<file path="config.mk">
export PLATFORM = sky130hd
export DESIGN_NAME = light_hash_seq_ctrl
export DESIGN_NICKNAME = d
export VERILOG_FILES = /design/src/rtl/light_hash_seq_ctrl.sv
export SDC_FILE = /design/constraint.sdc
export NUM_CORES = 1
export LEC_CHECK = 0
export ABC_AREA = 1
export CAP_MARGIN = 30
export CORE_MARGIN = 2
export CORE_UTILIZATION = 54
export CTS_BUF_LIST = sky130_fd_sc_hd__clkbuf_16
export DETAILED_ROUTE_END_ITERATION = 12
export HOLD_SLACK_MARGIN = 0.08
export MAX_ROUTING_LAYER = met4
export PLACE_DENSITY_LB_ADDON = 0.12
export RECOVER_POWER = 25
export SLEW_MARGIN = 10
export SYNTH_ARGS = -nofsm -noshare
export SYNTH_HDL_FRONTEND = slang
export SYNTH_SLANG_ARGS = --single-unit
export TNS_END_PERCENT = 5
</file>
<file path="constraint.sdc">
create_clock -name clk -period 3.5 [get_ports clk]
set_clock_uncertainty 0.2 [all_clocks]
set_input_delay 1.05 -clock clk [delete_from_list [all_inputs] [get_ports clk]]
set_output_delay 1.05 -clock clk [all_outputs]
set_load 0.01 [all_outputs]
</file>
<file path="src/rtl/light_hash_seq_ctrl.sv">
// light_hash_seq_ctrl
//   Sequencer in front of the light_hash core. Incoming message bytes are
//   buffered in a small FIFO. The controller then issues the core's command
//   sequence: HEAD, one MESSAGE per byte, then TAIL. Every command is a
//   one-cycle pulse followed by at least one gap cycle. The 64-bit digest
//   is captured and offered on a valid/ready output port.
//
// Ports
//   clk, rst_n                 clock, synchronous active-low reset
//   s_valid/s_ready/s_data/s_last
//                              input byte stream (s_last marks final byte)
//   d_valid/d_ready/d_data     captured digest output
//   core_message_valid, core_state, core_message_byte
//                              command pulse to the core
//                              (state 00 head, 10 message, 01 tail, 11 idle)
//   core_next_byte             core is ready for the next command
//   core_digest, core_digest_ready
//                              digest result from the core
//   busy                       controller is not idle
//   err / err_clr              sticky timeout flag and its clear pulse
module light_hash_seq_ctrl #(
    parameter int FIFO_DEPTH  = 16,
    parameter int TIMEOUT_CYC = 1024
) (
    input  logic        clk,
    input  logic        rst_n,
    input  logic        s_valid,
    output logic        s_ready,
    input  logic [7:0]  s_data,
    input  logic        s_last,
    output logic        d_valid,
    input  logic        d_ready,
    output logic [63:0] d_data,
    output logic        core_message_valid,
    output logic [1:0]  core_state,
    output logic [7:0]  core_message_byte,
    input  logic        core_next_byte,
    input  logic [63:0] core_digest,
    input  logic        core_digest_ready,
    output logic        busy,
    output logic        err,
    input  logic        err_clr
);

    localparam int AW = $clog2(FIFO_DEPTH);
    localparam int CW = AW + 1;
    localparam int TW = $clog2(TIMEOUT_CYC + 1);

    localparam logic [1:0] CMD_HEAD = 2'b00;
    localparam logic [1:0] CMD_MSG  = 2'b10;
    localparam logic [1:0] CMD_TAIL = 2'b01;
    localparam logic [1:0] CMD_NONE = 2'b11;

    typedef enum logic [3:0] {
        ST_IDLE,
        ST_HEAD,
        ST_HGAP,
        ST_WRDY,
        ST_SEND,
        ST_MGAP,
        ST_WTAIL,
        ST_TAIL,
        ST_WDIG,
        ST_OUT,
        ST_DRAIN
    } state_t;

    // ------------------------------------------------------------------
    // Input FIFO, entries are {last, data}
    // ------------------------------------------------------------------
    logic [8:0]    fifo_mem [FIFO_DEPTH];
    logic [AW-1:0] wr_ptr_reg;
    logic [AW-1:0] rd_ptr_reg;
    logic [CW-1:0] count_reg;
    logic [CW-1:0] count_next;
    logic          s_ready_reg;
    logic          fifo_push;
    logic          fifo_pop;
    logic          fifo_empty;
    logic [8:0]    head_entry;

    state_t        state_reg;
    logic [TW-1:0] tmo_cnt_reg;
    logic          tmo_run;
    logic          tmo_hit;
    logic          last_reg;
    logic          cmv_reg;
    logic [1:0]    cst_reg;
    logic [7:0]    cbyte_reg;
    logic          d_valid_reg;
    logic [63:0]   d_data_reg;
    logic          err_reg;

    assign fifo_empty = (count_reg == '0);
    assign fifo_push  = s_valid && s_ready_reg;
    assign head_entry = fifo_mem[rd_ptr_reg];

    // The FSM is the only consumer: normal sends and the discard path.
    assign fifo_pop = !fifo_empty &&
                      (((state_reg == ST_WRDY) && core_next_byte) ||
                       (state_reg == ST_DRAIN));

    assign count_next = count_reg + CW'(fifo_push) - CW'(fifo_pop);

    always_ff @(posedge clk) begin
        if (rst_n && fifo_push) begin
            fifo_mem[wr_ptr_reg] <= {s_last, s_data};
        end
    end

    always_ff @(posedge clk) begin
        if (!rst_n) begin
            wr_ptr_reg  <= '0;
            rd_ptr_reg  <= '0;
            count_reg   <= '0;
            s_ready_reg <= 1'b0;
        end else begin
            if (fifo_push) begin
                wr_ptr_reg <= wr_ptr_reg + 1'b1;
            end
            if (fifo_pop) begin
                rd_ptr_reg <= rd_ptr_reg + 1'b1;
            end
            count_reg   <= count_next;
            // Registered ready tracks the count the next cycle will see.
            s_ready_reg <= (count_next != CW'(FIFO_DEPTH));
        end
    end

    // ------------------------------------------------------------------
    // Timeout: only counts while actually waiting on the core. An empty
    // FIFO in WRDY with the core ready is starvation, not a stall.
    // ------------------------------------------------------------------
    assign tmo_run = (((state_reg == ST_WRDY) || (state_reg == ST_WTAIL)) && !core_next_byte) ||
                     ((state_reg == ST_WDIG) && !core_digest_ready);
    assign tmo_hit = tmo_run && (tmo_cnt_reg == TW'(TIMEOUT_CYC - 1));

    // ------------------------------------------------------------------
    // Sequencer FSM with registered command and digest outputs
    // ------------------------------------------------------------------
    always_ff @(posedge clk) begin
        if (!rst_n) begin
            state_reg   <= ST_IDLE;
            tmo_cnt_reg <= '0;
            last_reg    <= 1'b0;
            cmv_reg     <= 1'b0;
            cst_reg     <= CMD_NONE;
            cbyte_reg   <= 8'd0;
            d_valid_reg <= 1'b0;
            d_data_reg  <= 64'd0;
            err_reg     <= 1'b0;
        end else begin
            // A timeout in the same cycle as a clear leaves the flag set.
            err_reg <= (err_reg && !err_clr) || tmo_hit;

            if (tmo_run) begin
                tmo_cnt_reg <= tmo_cnt_reg + 1'b1;
            end

            case (state_reg)
                ST_IDLE: begin
                    if (!fifo_empty) begin
                        state_reg <= ST_HEAD;
                        cmv_reg   <= 1'b1;
                        cst_reg   <= CMD_HEAD;
                        cbyte_reg <= 8'd0;
                        last_reg  <= 1'b0;
                    end
                end
                ST_HEAD: begin
                    state_reg <= ST_HGAP;
                    cmv_reg   <= 1'b0;
                    cst_reg   <= CMD_NONE;
                end
                ST_HGAP: begin
                    state_reg <= ST_WRDY;
                end
                ST_WRDY: begin
                    if (core_next_byte && !fifo_empty) begin
                        state_reg   <= ST_SEND;
                        cmv_reg     <= 1'b1;
                        cst_reg     <= CMD_MSG;
                        cbyte_reg   <= head_entry[7:0];
                        last_reg    <= head_entry[8];
                        tmo_cnt_reg <= '0;
                    end else if (tmo_hit) begin
                        // Remaining bytes of the message must be discarded.
                        state_reg   <= last_reg ? ST_IDLE : ST_DRAIN;
                        tmo_cnt_reg <= '0;
                    end
                end
                ST_SEND: begin
                    state_reg <= ST_MGAP;
                    cmv_reg   <= 1'b0;
                    cst_reg   <= CMD_NONE;
                end
                ST_MGAP: begin
                    state_reg <= last_reg ? ST_WTAIL : ST_WRDY;
                end
                ST_WTAIL: begin
                    if (core_next_byte) begin
                        state_reg   <= ST_TAIL;
                        cmv_reg     <= 1'b1;
                        cst_reg     <= CMD_TAIL;
                        tmo_cnt_reg <= '0;
                    end else if (tmo_hit) begin
                        state_reg   <= ST_IDLE;
                        tmo_cnt_reg <= '0;
                    end
                end
                ST_TAIL: begin
                    state_reg <= ST_WDIG;
                    cmv_reg   <= 1'b0;
                    cst_reg   <= CMD_NONE;
                end
                ST_WDIG: begin
                    if (core_digest_ready) begin
                        state_reg   <= ST_OUT;
                        d_data_reg  <= core_digest;
                        d_valid_reg <= 1'b1;
                        tmo_cnt_reg <= '0;
                    end else if (tmo_hit) begin
                        state_reg   <= ST_IDLE;
                        tmo_cnt_reg <= '0;
                    end
                end
                ST_OUT: begin
                    if (d_ready) begin
                        state_reg   <= ST_IDLE;
                        d_valid_reg <= 1'b0;
                    end
                end
                ST_DRAIN: begin
                    if (!fifo_empty && head_entry[8]) begin
                        state_reg <= ST_IDLE;
                    end
                end
                default: begin
                    state_reg <= ST_IDLE;
                end
            endcase
        end
    end

    assign s_ready            = s_ready_reg;
    assign core_message_valid = cmv_reg;
    assign core_state         = cst_reg;
    assign core_message_byte  = cbyte_reg;
    assign d_valid            = d_valid_reg;
    assign d_data             = d_data_reg;
    assign err                = err_reg;
    assign busy               = (state_reg != ST_IDLE);

endmodule

</file>
# Word-level counts from Yosys, hierarchy flattened
# Memories as Yosys holds them, arrays and structs flattened. A register that Yosys moved wholly into a read port is not among the register bits.
# Index checks and enable logic that the tools add are counted.
totals:
  wordCells: 106
  mem_bits_rw: 144
  mem_bits_ro: 0
  in_bits: 80
  output_inout_bits: 79
  latchBits: 0
  regBits: 107
  memories: 1
memory_table:
  columns: ["name", "words", "word_bits", "rd", "rd_clocked_by_memory_dff", "wr", "line_no", "text"]
  rows:
  - ["fifo_mem", 16, 9, 1, 1, 1, "71", "logic [8:0] fifo_mem [FIFO_DEPTH];"]
op_classes:
  n_mux: 38
  reduce_logical: 30
  n_mul: 0
  n_eq_ne: 19
  magnitude_cmp: 0
  n_bitwise: 0
  div_mod_pow: 0
  add_sub_neg: 5
  shifts: 0
op_table:
  columns: ["op", "count"]
  rows:
  - ["$mux W11", 5]
  - ["$mux W4", 11]
  - ["$pmux W4 S11", 1]
  - ["$pmux W11 S3", 1]
  - ["$eq A4 B3 Y1 const B", 4]
  - ["$mux W8", 2]
  - ["$pmux W8 S2", 1]
  - ["$eq A4 B4 Y1 const B", 3]
  - ["$add A11 B1 Y11 const B", 1]
  - ["$eq A11 B10 Y1 const B", 1]
  - ["$logic_and A1 B1 Y1", 10]
  - ["$mux W1", 9]
  - ["$add A4 B1 Y4 const B", 2]
  - ["$eq A4 B2 Y1 const B", 2]
  - ["$ne A2 B2 Y1 const B", 4]
  - ["$pmux W2 S4", 1]
  - ["$reduce_and A4 Y1", 2]
  - ["$reduce_bool A4 Y1", 2]
  - ["$mux W2", 3]
  - ["$reduce_and A3 Y1", 2]
  - ["$add A5 B1 Y5", 1]
  - ["$logic_not A5 Y1", 1]
  - ["$ne A5 B5 Y1 const B", 1]
  - ["$sub A5 B1 Y5", 1]
  - ["other kinds (12)", 21]

# Depth between registers and ports, before layout
# Gate-level depths: netlist of the first run.
logic_depth:
  ltp_word: 8
  ltp_mapped: 17
  ltp_nobuf: 16

# Worst setup path after synthesis of the first run
# OpenSTA, ideal clock, no wires.
synth_path:
  path_kind: "input to register"
  startpoint: "input core_next_byte"
  endpoint: "register s_ready_reg, in the netlist s_ready"
  path_buffers: 1
  setup_slack_ps: 415
  arrival_time_ps: 2748
  setup_time_ps: 138
  path_stages: 13
  path_cell_list: "nand2_1 -> nor2_1 -> a21oi_1 -> buf_2 -> nor2_1 -> inv_1 -> nand2_1 -> ha_1 -> inv_1 -> fa_1 -> o21ai_0 -> xnor2_1 -> a41oi_1"
synth_between:
  elab_chain_cells: 5
synth_rtl:
  columns: ["element", "line_no", "text"]
  rows:
  - ["start: declaration", "37", "input logic core_next_byte,"]
  - ["$logic_and A1 B1 Y1", "100", "(((state_reg == ST_WRDY) && core_next_byte) ||"]
  - ["$logic_or A1 B1 Y1", "100", null]
  - ["$logic_and A1 B1 Y1", "99", "assign fifo_pop = !fifo_empty &&"]
  - ["$sub A5 B1 Y5", "103", "assign count_next = count_reg + CW'(fifo_push) - CW'(fifo_pop);"]
  - ["$ne A5 B5 Y1", "126", "s_ready_reg <= (count_next != CW'(FIFO_DEPTH));"]
  - ["end signal: assignment", "126", null]
  - ["end: declaration", "76", "logic s_ready_reg;"]
# No other way between the ends.
# A chain may end at the register's enable or synchronous reset.

# Worst setup path after layout of the first run
# Same ends and word-level chain as after synthesis.

==> results.sh, run 1 <==
export IMPL_worst_pin_slew_ns=0.757
export IMPL_cts_setup_buffers=0
export IMPL_critical_path_max_stage_delay_ns=0.50
export IMPL_power_leakage_nw=4.69
export IMPL_grt_setup_unrepaired="no"
export IMPL_num_vias=8088
export IMPL_clk_latency_ns=0.52
export IMPL_floorplan_die_width_um=142
export IMPL_top_level_ports=159
export IMPL_synth_sequential_area_ratio=0.632
export IMPL_area_growth_syn_to_layout_pct=26.6
export IMPL_largest_register_ffs=144
export IMPL_number_of_global_route_vias_before_repair=7700
export IMPL_cts_resized_gates=0
export IMPL_placement_rows=50
export IMPL_initial_antenna_violation_count=1
export IMPL_final_nets=1298
export IMPL_report_final_setup_viol=0
export IMPL_core_area_sq_um=18800
export IMPL_topRoutingLayerUsed="met4"
export IMPL_overflow=0
export IMPL_instances_no_fill=1461
export IMPL_post_synth_xor_area_fraction=0.0102
export IMPL_main_combinational_cell_family_by_area_after_synthesis="simple AND/OR/NAND/NOR gates"
export IMPL_synthesis_area_per_instance_sq_um=9.91
export IMPL_timing_rr_start="count_reg[3]$_SDFF_PN0_"
export IMPL_peakVddDrop_uv=361
export IMPL_r2r_setup_slk_ns=0.45
export IMPL_yosys_area_top_type_share=0.418
export IMPL_slew_violations=0
export IMPL_clkTransAtPathRegs_ns=0.06
export IMPL_swShare=0.256
export IMPL_synth_fp_nets=1137
export IMPL_worst_setup_path_start_kind="input port"
export IMPL_simple_logic_cell_fraction_of_the_synthesized_area=0.171
export IMPL_wl_met2_mm=12.3
export IMPL_crit_path_top_delay_cell="clkdlybuf4s50_1"
export IMPL_synth_compound_gate_area_share=0.118
export IMPL_placed_cells_incl_taps=1412
export IMPL_netlist_instances=1045
export IMPL_nFillCells=1415
export IMPL_wl_mm=25.6
export IMPL_cts_root_buffer="clkbuf_16"
export IMPL_dpl_worst_slack_ns=-0.167
export IMPL_worst_endpoint_arrival_ns=3.45
export IMPL_switching_power_w=0.00186
export IMPL_initialDrtViolationCount=752
export IMPL_portBuffers=158
export IMPL_ys_ff_latch=255
export IMPL_relSlewSlack=0.495
export IMPL_outcome="finished clean"
export IMPL_setup_ws_ns=0.232
export IMPL_hold_viol_final=0
export IMPL_layout_area_seq_sq_um=6550
export IMPL_grt_first_pass_wirelength_mm=39.6
export IMPL_start_util=0.552
export IMPL_yosysWarnings=0
export IMPL_place_gp_congestion=0.902
export IMPL_htreeDepth=1
export IMPL_area_of_combinational_cells_with_multiple_inputs_sq_um=3260
export IMPL_post_synth_top_count_cell="nand2_1"
export IMPL_cts_hold_buf=0
export IMPL_drt_drc=0
export IMPL_routed_via_density=5.54
export IMPL_pin_count_of_the_biggest_net_entering_global_routing=73
export IMPL_routedLengthMet1_mm=10.9
export IMPL_cts_num_sinks=255
export IMPL_p_int_w=0.00539
export IMPL_period_needed_ns=3.27
export IMPL_yosysTopAreaCell="edfxtp_1"
export IMPL_part_of_the_total_power_dissipated_in_combinational_logic=0.156
export IMPL_worstPathCellList="clkdlybuf4s50_1, nand2_1, nor2_1, a21oi_1, nor2_1, inv_1, nand2_1, ha_1, inv_1, fa_1, o21ai_0, xnor2_1, a41oi_1"
export IMPL_clock_path_buffers=3
export IMPL_tritoncts="built"
export IMPL_place_detailed_hpwl_mm=16.1
export IMPL_drt_pre_antenna_iters=5
export IMPL_powerDensity_nw_per_um2=553
export IMPL_detailroute_wirelength_met3_mm=1.75
export IMPL_syn_cell_area_sq_um=10400
export IMPL_synthAdderAreaFrac=0.0152
export IMPL_netlist_top_cells_area="edfxtp_1 (42%), dfxtp_1 (21%), nand2_1 (6.3%)"
export IMPL_worstSetupEndpointType="flip-flop"
export IMPL_clockPowerShare=0.386
export IMPL_detail_route_antenna_nets=0
export IMPL_groute_usage_overall=0.255
export IMPL_synthArstFlopShare=0
export IMPL_hold_path_depth=2
export IMPL_crit_fanout=2
export IMPL_timing_hold_worst_start="d_data[26]$_SDFFE_PN0P_"
export IMPL_fp_dieH_um=142
export IMPL_post_drt_wl_per_cell_um=17.5
export IMPL_timing_fmax_mhz=306
export IMPL_ys_flop_type="edfxtp_1"
export IMPL_timing_critical_path_required_ns=3.68
export IMPL_ff2ff_path_depth=15
export IMPL_timing_final_crit_share=0.934
export IMPL_rr_endpoint="s_ready$_SDFF_PN0_"
export IMPL_drv_cap=0
export IMPL_die_area_sq_um=20300
export IMPL_worstHoldPathType="flip-flop to flip-flop"
export IMPL_synthDistinctLibCells=40
export IMPL_setup_worst_path_class="input port to flip-flop"
export IMPL_hold_end="d_data[26]$_SDFFE_PN0P_"
export IMPL_final_layout_size_suffix_gt1_frac=0.0791
export IMPL_tritoncts_num_buffers=26
export IMPL_seq_power_share=0.458
export IMPL_count_of_flip_flops_with_a_built_in_enable_after_synthesis=144
export IMPL_hold_ws_ns=0.258
export IMPL_ys_top_cells_by_count="nand2_1 (174), edfxtp_1 (144), nor2_1 (120), dfxtp_1 (111), nand3_1 (101)"
export IMPL_synthMuxAreaShare=0
[power groups by stage]
stage                     Combinational, W  Sequential [W]  Clock (W)
final                              0.00113         0.00332    0.00279
after global routing               0.00126         0.00333    0.00294
after CTS                          0.00113         0.00332    0.00283
after detailed placement           0.00111         0.00338          0
after global placement             0.00109         0.00338          0
after floorplan                   0.000690         0.00339          0
[worst max-delay path by stage]
| stage | startpoint | endpoint | cells after the start |
|---|---|---|---|
| after floorplan | core_next_byte | s_ready$_SDFF_PN0_ | 13 |
| after global placement | core_next_byte | s_ready$_SDFF_PN0_ | 13 |
| after CTS | core_next_byte | s_ready$_SDFF_PN0_ | 13 |
| final | core_next_byte | s_ready$_SDFF_PN0_ | 13 |
| after detailed placement | core_next_byte | s_ready$_SDFF_PN0_ | 13 |
| after global routing | core_next_byte | s_ready$_SDFF_PN0_ | 13 |
[placed cells by master (no fill, tap or decap), types with 3 or more instances in the layout]
master             n
o21ai_0           82
nand2_1          173
edfxtp_1         144
inv_1             62
o21ai_1            6
nand3_1          101
xor2_1             8
inv_2              4
nor3_1             4
dfxtp_1          110
o22ai_1           18
buf_4             35
clkdlybuf4s50_1  147
a21oi_1           96
nand2_2            3
nand2_4            3
dlygate4sd3_1     10
o221ai_1          14
nor2_1           120
bufinv_16          4
clkbuf_16         27
clkinv_2           7
xnor2_1            4
ha_1              11
clkinv_1           7
[cells by family (layout without fill, tap and decap cells)]
group / count (synthesis) / in the layout
fa+ha+maj: 12 / 12
compound gates: 224 / 224
other cells: 0 / 1
buf+inv: 127 / 308
xor+xnor: 12 / 12
simple gates: 415 / 415
flops: 255 / 255
[worst max-delay path: cells and delay by family]
family / cells / cell delay [ns]
simple gates: 4 / 0.50
xor+xnor: 1 / 0.18
fa+ha+maj: 2 / 0.57
compound gates: 3 / 0.50
buf+inv: 3 / 0.63
[per-layer routing]
| metal | track usage | vias to the layer above |
|---|---|---|
| met2 | 0.407 | 289 |
| met3 | 0.0377 | 51 |
| met1 | 0.346 | 3828 |
| met5 | - | - |
| li1 | - | 3920 |
| met4 | 0.0698 | 0 |
[area by class of cell]
type / count / share of cell area
antenna: 1 / 0.000191
timing repair buffer: 195 / 0.143
tap: 234 / 0.0223
clock buffer: 27 / 0.0516
sequential: 255 / 0.500
inverter: 65 / 0.0189
multi-input combinational: 663 / 0.249
clock inverter: 21 / 0.0150
[per-stage QoR]
| step | power [W] | area [sq um] | utilization | TNS (ns) |
|---|---|---|---|---|
| 6_report | 0.00725 | 13100 | 0.698 | 0 |
| 3_3_place_gp | 0.00447 | 12200 | 0.651 | -0.0620 |
| 3_5_place_dp | 0.00450 | 12200 | 0.651 | -0.272 |
| 5_1_grt | 0.00753 | 13100 | 0.698 | 0 |
| 2_1_floorplan | 0.00408 | 10400 | - | 0 |
| 4_1_cts | 0.00728 | 13100 | 0.698 | 0 |
(Power assumes the default switching activity.)
==> run 2: changes to the inputs <==
- SLEW_MARGIN: 10 -> 20
==> results of run 2 <==
No change in the layout: final DEF, timing and power equal those of run 1.
